<file path="config.mk">
export PLATFORM = sky130hd
export DESIGN_NAME = xadc_sample_framer
export DESIGN_NICKNAME = d
export VERILOG_FILES = /design/src/rtl/xadc_sample_framer.sv
export SDC_FILE = /design/constraint.sdc
export NUM_CORES = 1
export LEC_CHECK = 0
export CORE_MARGIN = 8
export CORE_UTILIZATION = 45
export DETAILED_ROUTE_END_ITERATION = 10
export MAX_ROUTING_LAYER = met4
export PLACE_DENSITY = 0.69
export SETUP_SLACK_MARGIN = 0.5
export SKIP_LAST_GASP = 1
export SYNTH_ARGS = -nofsm -noshare
export SYNTH_HDL_FRONTEND = slang
export SYNTH_SLANG_ARGS = --single-unit
</file>
<file path="constraint.sdc">
create_clock -name i_clk -period 3.2 [get_ports i_clk]
set_input_delay 0.64 -clock i_clk [delete_from_list [all_inputs] [get_ports i_clk]]
set_output_delay 0.64 -clock i_clk [all_outputs]
set_load 0.05 [all_outputs]
</file>
<file path="src/rtl/xadc_sample_framer.sv">
// Packs one left-justified XADC sample per enabled channel into a framed byte stream:
// SYNC, SEQ, then {channel, sample[11:8]} / sample[7:0] pairs in ascending channel order.
module xadc_sample_framer #(
    parameter int         NUM_CHANNELS  = 2,
    parameter int         ADC_BITS      = 12,
    parameter logic [7:0] SYNC_BYTE     = 8'hA5,
    parameter bit         DROP_ON_STALL = 1'b1
) (
    input  logic                       i_clk,
    input  logic                       i_rst_n,
    input  logic                       i_enable,
    input  logic [NUM_CHANNELS-1:0]    i_chan_mask,
    input  logic [NUM_CHANNELS-1:0]    i_s_tvalid,
    output logic [NUM_CHANNELS-1:0]    o_s_tready,
    input  logic [16*NUM_CHANNELS-1:0] i_s_tdata,
    output logic                       o_m_tvalid,
    input  logic                       i_m_tready,
    output logic [7:0]                 o_m_tdata,
    output logic                       o_m_tlast,
    output logic [15:0]                o_overrun_count
);

    localparam int          CH_W        = (NUM_CHANNELS > 1) ? $clog2(NUM_CHANNELS) : 1;
    localparam logic [11:0] SAMPLE_MASK = 12'hFFF << (12 - ADC_BITS);

    typedef enum logic [2:0] {
        IDLE,
        SYNC,
        SEQ,
        HI,
        LO
    } state_t;

    logic [11:0]             r_hold  [NUM_CHANNELS];
    logic [11:0]             r_frame [NUM_CHANNELS];
    logic [NUM_CHANNELS-1:0] r_full;
    logic [NUM_CHANNELS-1:0] r_frame_mask;
    state_t                  r_state;
    logic [CH_W-1:0]         r_chan;
    logic [7:0]              r_seq;
    logic                    r_m_tvalid;
    logic [7:0]              r_m_tdata;
    logic                    r_m_tlast;
    logic [15:0]             r_overrun;

    logic [NUM_CHANNELS-1:0] w_hs_in;
    logic [NUM_CHANNELS-1:0] w_ovr;
    logic [4:0]              w_ovr_inc;
    logic [16:0]             w_ovr_sum;
    logic                    w_start;
    logic                    w_out_hs;
    logic [CH_W-1:0]         w_first;
    logic [CH_W-1:0]         w_next;
    logic                    w_has_next;
    logic [11:0]             w_cur_sample;
    logic [11:0]             w_next_sample;
    logic                    w_unused_lsbs;

    assign o_s_tready = DROP_ON_STALL ? {NUM_CHANNELS{1'b1}} : (~i_chan_mask | ~r_full);
    assign w_hs_in    = i_s_tvalid & o_s_tready;
    assign w_start    = (r_state == IDLE) && i_enable && (|i_chan_mask)
                        && ((r_full & i_chan_mask) == i_chan_mask);
    assign w_out_hs   = r_m_tvalid && i_m_tready;

    // A sample landing on a still-full channel is only an overrun if the frame snapshot isn't taking the old one.
    assign w_ovr     = w_start ? '0 : (w_hs_in & i_chan_mask & r_full);
    assign w_ovr_sum = 17'(r_overrun) + 17'(w_ovr_inc);

    assign w_cur_sample  = r_frame[r_chan];
    assign w_next_sample = r_frame[w_next];

    always_comb begin
        w_first       = '0;
        w_next        = '0;
        w_has_next    = 1'b0;
        w_ovr_inc     = '0;
        w_unused_lsbs = 1'b0;
        for (int i = NUM_CHANNELS - 1; i >= 0; i--) begin
            if (i_chan_mask[i]) begin
                w_first = CH_W'(i);
            end
            if (r_frame_mask[i] && (i > int'(r_chan))) begin
                w_next     = CH_W'(i);
                w_has_next = 1'b1;
            end
        end
        for (int i = 0; i < NUM_CHANNELS; i++) begin
            w_ovr_inc     = w_ovr_inc + 5'(w_ovr[i]);
            w_unused_lsbs = w_unused_lsbs ^ (^i_s_tdata[16*i +: 4]);
        end
    end

    always_ff @(posedge i_clk or negedge i_rst_n) begin
        if (!i_rst_n) begin
            r_full <= '0;
            for (int i = 0; i < NUM_CHANNELS; i++) begin
                r_hold[i] <= '0;
            end
        end else begin
            for (int i = 0; i < NUM_CHANNELS; i++) begin
                if (w_hs_in[i] && i_chan_mask[i]) begin
                    r_hold[i] <= i_s_tdata[16*i+4 +: 12] & SAMPLE_MASK;
                    r_full[i] <= 1'b1;
                end else if (w_start) begin
                    r_full[i] <= 1'b0;
                end
            end
        end
    end

    always_ff @(posedge i_clk or negedge i_rst_n) begin
        if (!i_rst_n) begin
            r_overrun <= '0;
        end else begin
            r_overrun <= w_ovr_sum[16] ? 16'hFFFF : w_ovr_sum[15:0];
        end
    end

    always_ff @(posedge i_clk or negedge i_rst_n) begin
        if (!i_rst_n) begin
            r_state      <= IDLE;
            r_frame_mask <= '0;
            r_chan       <= '0;
            r_seq        <= '0;
            r_m_tvalid   <= 1'b0;
            r_m_tdata    <= '0;
            r_m_tlast    <= 1'b0;
            for (int i = 0; i < NUM_CHANNELS; i++) begin
                r_frame[i] <= '0;
            end
        end else begin
            case (r_state)
                IDLE: begin
                    if (w_start) begin
                        for (int i = 0; i < NUM_CHANNELS; i++) begin
                            r_frame[i] <= r_hold[i];
                        end
                        r_frame_mask <= i_chan_mask;
                        r_chan       <= w_first;
                        r_state      <= SYNC;
                        r_m_tvalid   <= 1'b1;
                        r_m_tdata    <= SYNC_BYTE;
                        r_m_tlast    <= 1'b0;
                    end
                end
                SYNC: begin
                    if (w_out_hs) begin
                        r_state   <= SEQ;
                        r_m_tdata <= r_seq;
                    end
                end
                SEQ: begin
                    if (w_out_hs) begin
                        r_state   <= HI;
                        r_m_tdata <= {4'(r_chan), w_cur_sample[11:8]};
                    end
                end
                HI: begin
                    if (w_out_hs) begin
                        r_state   <= LO;
                        r_m_tdata <= w_cur_sample[7:0];
                        r_m_tlast <= !w_has_next;
                    end
                end
                LO: begin
                    if (w_out_hs) begin
                        if (w_has_next) begin
                            r_chan    <= w_next;
                            r_state   <= HI;
                            r_m_tdata <= {4'(w_next), w_next_sample[11:8]};
                            r_m_tlast <= 1'b0;
                        end else begin
                            r_state    <= IDLE;
                            r_m_tvalid <= 1'b0;
                            r_m_tdata  <= '0;
                            r_m_tlast  <= 1'b0;
                            r_seq      <= r_seq + 8'd1;
                        end
                    end
                end
                default: r_state <= IDLE;
            endcase
        end
    end

    assign o_m_tvalid      = r_m_tvalid;
    assign o_m_tdata       = r_m_tdata;
    assign o_m_tlast       = r_m_tlast;
    assign o_overrun_count = r_overrun;

endmodule

</file>
# Yosys cells after proc, flatten, opt, wreduce, memory -nomap -nowiden
# Index checks and enable logic that the tools add are counted.
dict set report word_totals {
  ff_bits 90
  latch_bits 0
  mem_bits_rw 0
  romBits 0
  input_bits 40
  out_inout_bits 28
  wordCells 99
  memories 0
}
dict set report classes {
  addsub 3
  n_mul 0
  n_div 0
  magnitude_cmp 3
  eq_ne 12
  shift 0
  muxes 39
  bitwise 6
  reduce_logical 22
}
# operator n
set op_table {}
lappend op_table {{12-bit two-way mux} 6}
lappend op_table {{8-bit two-way mux} 5}
lappend op_table {{8-bit one-hot mux with 5 select lines} 1}
lappend op_table {{16-bit by 5-bit adder with 17-bit output} 1}
lappend op_table {{16-bit two-way mux} 1}
lappend op_table {{3-bit two-way mux} 5}
lappend op_table {{3-bit one-hot mux with 5 select lines} 1}
lappend op_table {{1-bit two-way mux} 14}
lappend op_table {{2-bit != test, second input constant} 7}
lappend op_table {{4-bit AND reduction} 3}
lappend op_table {{8-bit by 1-bit adder with 8-bit output, second input constant} 1}
lappend op_table {{1-bit logical AND} 7}
lappend op_table {{2-bit bitwise AND} 3}
lappend op_table {{3-bit by 2-bit == test with 1-bit output, second input constant} 2}
lappend op_table {{6-bit AND reduction} 1}
lappend op_table {{2-bit nonzero test} 3}
lappend op_table {{5-bit two-way mux} 1}
lappend op_table {{5-bit AND reduction} 1}
lappend op_table {{5-bit nonzero test} 1}
lappend op_table {{2-bit >= comparator, second input constant} 2}
lappend op_table {{2-bit two-way mux} 2}
lappend op_table {{1-bit inverter with 2-bit output} 2}
lappend op_table {{1-bit one-hot mux with 2 select lines} 2}
lappend op_table {{3-bit by 1-bit == test with 1-bit output, second input constant} 1}
lappend op_table {{12 further kinds} 12}

# Logic depth before layout (Yosys ltp)
dict set report logic_depth {
  depth_word 10
  ltp_mapped 14
  mapped_depth_nobuf 11
}

# Worst setup path before layout
# OpenSTA, ideal clock, no wires.
dict set report synth_path {
  kind {input-to-reg}
  from {input port i_chan_mask[1]}
  to {register r_overrun[1], in the netlist o_overrun_count[1]}
  arrival_time_ns 3.076
  required_time_ns 3.135
  slack_ns 0.059
  stages 13
  path_buffers 2
  cell_sequence {mux2_2 -> nand4_2 -> buf_2 -> nand2_1 -> nor2_1 -> ha_1 -> ha_1 -> inv_1 -> fa_1 -> nor3b_2 -> nand3_1 -> buf_2 -> nand2_1}
}
dict set report synth_via {
  elab_chain_cells 7
}
# element line_no
set synth_lines {}
lappend synth_lines {{from (decl)} 12} ;# input logic [NUM_CHANNELS-1:0] i_chan_mask,
lappend synth_lines {{2-bit bitwise AND or 2-bit OR reduction (tied branches)} {62, 61}}
lappend synth_lines {{2-bit == test or 1-bit logical AND (tied branches)} {62, 61}}
lappend synth_lines {{1-bit logical AND} 62} ;# && ((r_full & i_chan_mask) == i_chan_mask);
lappend synth_lines {{2-bit two-way mux (*)} 66} ;# assign w_ovr = w_start ? '0 : (w_hs_in & i_chan_mask & r_full);
lappend synth_lines {{1-bit by 1-bit adder with 2-bit output (*)} 88} ;# w_ovr_inc = w_ovr_inc + 5'(w_ovr[i]);
lappend synth_lines {{16-bit by 5-bit adder with 17-bit output (*)} 67} ;# assign w_ovr_sum = 17'(r_overrun) + 17'(w_ovr_inc);
lappend synth_lines {{16-bit two-way mux (*)} 115} ;# r_overrun <= w_ovr_sum[16] ? 16'hFFFF : w_ovr_sum[15:0];
lappend synth_lines {{to (signal assigned)} 115}
lappend synth_lines {{to (decl)} 44} ;# logic [15:0] r_overrun;
# Every way passes the cells marked *; elsewhere a longest branch is shown, timed or not.
# A chain may end at the register's enable or synchronous reset.

# Final worst setup path
dict set report layout_path {
  from {register r_state[2]}
  to {register r_overrun[10], in the netlist o_overrun_count[10]}
}
dict set report layout_via {
  elab_chain_cells 8
}
# element line_no
set layout_lines {}
lappend layout_lines {{from (decl)} 38} ;# state_t r_state;
lappend layout_lines {{from (signal assigned)} 121} ;# r_state <= IDLE;
lappend layout_lines {{from (signal assigned)} 140} ;# r_state <= SYNC;
lappend layout_lines {{from (signal assigned)} 148} ;# r_state <= SEQ;
lappend layout_lines {{3-bit logical NOT} 61} ;# assign w_start = (r_state == IDLE) && i_enable && (|i_chan_mask)
lappend layout_lines {{1-bit logical AND (2 in a row)} 61}
lappend layout_lines {{1-bit logical AND} 62}
lappend layout_lines {{2-bit two-way mux} 66}
lappend layout_lines {{1-bit by 1-bit adder with 2-bit output} 88}
lappend layout_lines {{16-bit by 5-bit adder with 17-bit output} 67}
lappend layout_lines {{16-bit two-way mux} 115}
# No other way between the ends.

==> flow_summary.toml <==
[clock_tree]
clkTransAtPathRegs_ns = 0.09
worstSkewPairLatency_ns = 0.35
cts_buffers = 9
cts_hold_buf = 0
cts_buffer_depth = 2
cts_num_sinks = 89
cts_max_level = 3
cts_tree = "done"
clockRootBuffer = "clkbuf_8"

[floorplanning]
die_w_um = 111
io_pins = 68
dieHeight_um = 111
dieArea_um2 = 12400
num_rows = 35
core_um2 = 9020
start_util = 0.454

[synthesis]
ys_types = 51
syn_area_per_cell_um2 = 12.1
syn-cell-area_um2 = 4090
synth_ff_type = "dfrtp_1"
synth_top_cell_by_area = "dfrtp_1"
ys_async_sr_fraction = 1.00
syn_inst = 338
synth_area_leaders = "dfrtp_1 54%, mux2_2 15%, nand2_1 2.6%"
synth_edf_count = 0
ys_seq_elements = 89
synth-seq-area-share = 0.544
synth_top_area_frac = 0.544
yosysWarningCount = 0

[cells_and_area]
design_area_um2 = 5200
fin_util = 0.577
post_route_cells_drive_above_1_share = 0.297
fill_cells = 759
final_common_cell = "dfrtp_1"
nets = 462
layout_common_cells = "89 x dfrtp_1, 55 x mux2_2, 53 x clkdlybuf4s50_1"
num_antenna_cells = 0
area_growth_pct = 27.1

[worst_setup_path]
crit_slowest_cell = "fa_2"
crit_required_ns = 3.44
r2r-start = "r_state[2]"
critPathKind = "register to register"
r2r_cells = 12
critPathArrivalTime_ns = 2.93
crit_path_start_kind = "register"
rr_endpoint = "o_overrun_count[10]"
rrSetupSlack_ns = 0.51
critPathCaptureType = "register"
crit_path_start = "r_state[2]"
cpPeakStageDelay_ns = 0.42
crit_chain = "nor3_4, nand4_4, nand2_2, nor2_2, ha_1, ha_2, inv_2, fa_2, buf_4, nor4b_2, xnor2_1, nand2_1"
cp_max_fo = 4

[place]
dpl_cell_area_um2 = 4880
place_ws_ns = -0.197
dp_hpwl_mm = 6.21
gp_congestion = 0.855
port_buffers = 57

[global_routing]
antenna_found_initial = 0
grt_pass1_wl_mm = 14.9
grt.total_usage = 0.151
grt_pass1_vias = 2990
grt_max_degree = 90
overflow = 0

[timing]
slew_headroom = 0.273
rsz0062_at_grt = "yes"
fin_crit_ns = 2.69
skew_ns = 0.00726
finalWorstSetupSlack_ns = 0.514
setup-tns-final_ns = 0
worst_pin_slew_ns = 1.09
clock.fmax_mhz = 372
hold_viol_final = 0
drv_slew = 0
hold_ws_ns = 0.489
finalCritPeriodShare = 0.839
setup_viol = 0

[drt]
drt_first_pass_iters = 4
drc = 0
routedWlPerCell_um = 16.3
drt-initial-drc-count = 106
viasPerCell = 5.33
wl_mm = 8.68
ant_nets = 0
vias = 2838

[job]
maxCapViolations = 0

[run_status]
outcome = "finished, final reports clean"

[pwr]
cellPowerDensity_nw_per_um2 = 493
p_leak_nw = 2.36
ir_worst_vdd_mv = 0.307

[hold_path]
hold_class = "input pin to async pin"
[cell type report]
type | instances | area [um2] | share of cell area
clock buffers | 13 | 159 | 0.0305
multi-input cells | 227 | 1870 | 0.359
repair buffers | 81 | 741 | 0.142
flip-flops and latches | 89 | 2230 | 0.428
inverters | 9 | 33.8 | 0.00649
clock inverters | 2 | 37.5 | 0.00721
well taps | 111 | 139 | 0.0267
[where the power goes]
group | total, mW | switching [mW] | internal, mW
logic | 0.504 | 0.284 | 0.220
clock network | 0.775 | 0.375 | 0.401
registers | 1.29 | 0.0778 | 1.21
total | 2.57 | 0.737 | 1.83
[per-layer routing]
layer	vias up	GRT usage	share of wire
met2	54	0.228	0.49
met5	-	-	0
met1	1409	0.194	0.46
met3	16	0.0328	0.033
met4	0	0.0640	0.019
li1	1359	-	-
[critical path: cells and delay by family (launching register included)]
| kind | cells | cell delay (ns) |
|---|---|---|
| flops | 1 | 0.41 |
| simple gates | 6 | 0.90 |
| fa+ha+maj | 3 | 0.90 |
| xor+xnor | 1 | 0.16 |
| buf+inv | 2 | 0.20 |
[synthesized netlist by cell type, types with 2 or more instances]
cell type	count
dfrtp_1	89
mux2_2	56
a31oi_1	4
o32a_1	2
nor2b_1	4
o2bb2ai_1	2
nand3_1	14
ha_1	4
a2bb2oi_1	2
a21oi_1	10
nand2b_1	5
nor3_1	4
buf_1	2
nor4b_1	2
a221oi_1	2
buf_4	3
inv_1	9
nor2_1	17
xor2_1	5
a22oi_1	2
and3_1	3
nand4_2	2
nand4_1	3
and2_1	4
o21ai_2	2
nor3b_2	2
xnor2_1	12
mux2i_1	5
nand2_1	28
buf_2	7
a41oi_1	3
o21ai_0	7
a32oi_1	3
clkbuf_1	2
[repair_timing]
item,CTS,global route
gates resized for setup,8,14
pin swaps,4,10
endpoints found under the setup margin,16,16
buffers inserted,3,5
gates cloned,1,0
[worst max-delay path by stage]
stage / end / slack, ns / cells past startpoint
2_1_floorplan: o_overrun_count[8] / 0.38 / 12
3_3_place_gp: o_overrun_count[5] / -0.16 / 12
3_5_place_dp: o_overrun_count[5] / -0.20 / 12
4_1_cts: o_overrun_count[12] / 0.50 / 13
5_1_grt: o_overrun_count[10] / 0.38 / 12
6_report: o_overrun_count[10] / 0.51 / 12
[flip-flops by register name, summed over array words and instances, names as in the netlist]
register,count
r_frame,24
r_hold,24
o_overrun_count,16
o_m_tdata,8
r_seq,8
r_state,3
r_full,2
o_m_tlast,1
o_m_tvalid,1
r_chan,1
r_frame_mask,1
[per-stage QoR]
stage,power [mW],std cells
floorplan,1.60,339
global route,2.69,532
global placement,1.80,508
finish,2.57,532
detailed placement,1.81,508
CTS,2.58,527
[logic make-up (layout without fill, tap and decap cells)]
family                     Yosys count  after routing  synth area share
xor gates and xnor gates            17             17            0.0364
other                                1              2          0.000916
and+or+nand+nor                     95             96             0.125
AOI/OAI and AO/OA                   46             46            0.0816
DFF                                 89             89             0.544
adders and majority gates            5              5            0.0171
buffers and inverters               24            105            0.0287
muxes                               61             61             0.166
Power figures use the tool's default switching activity.
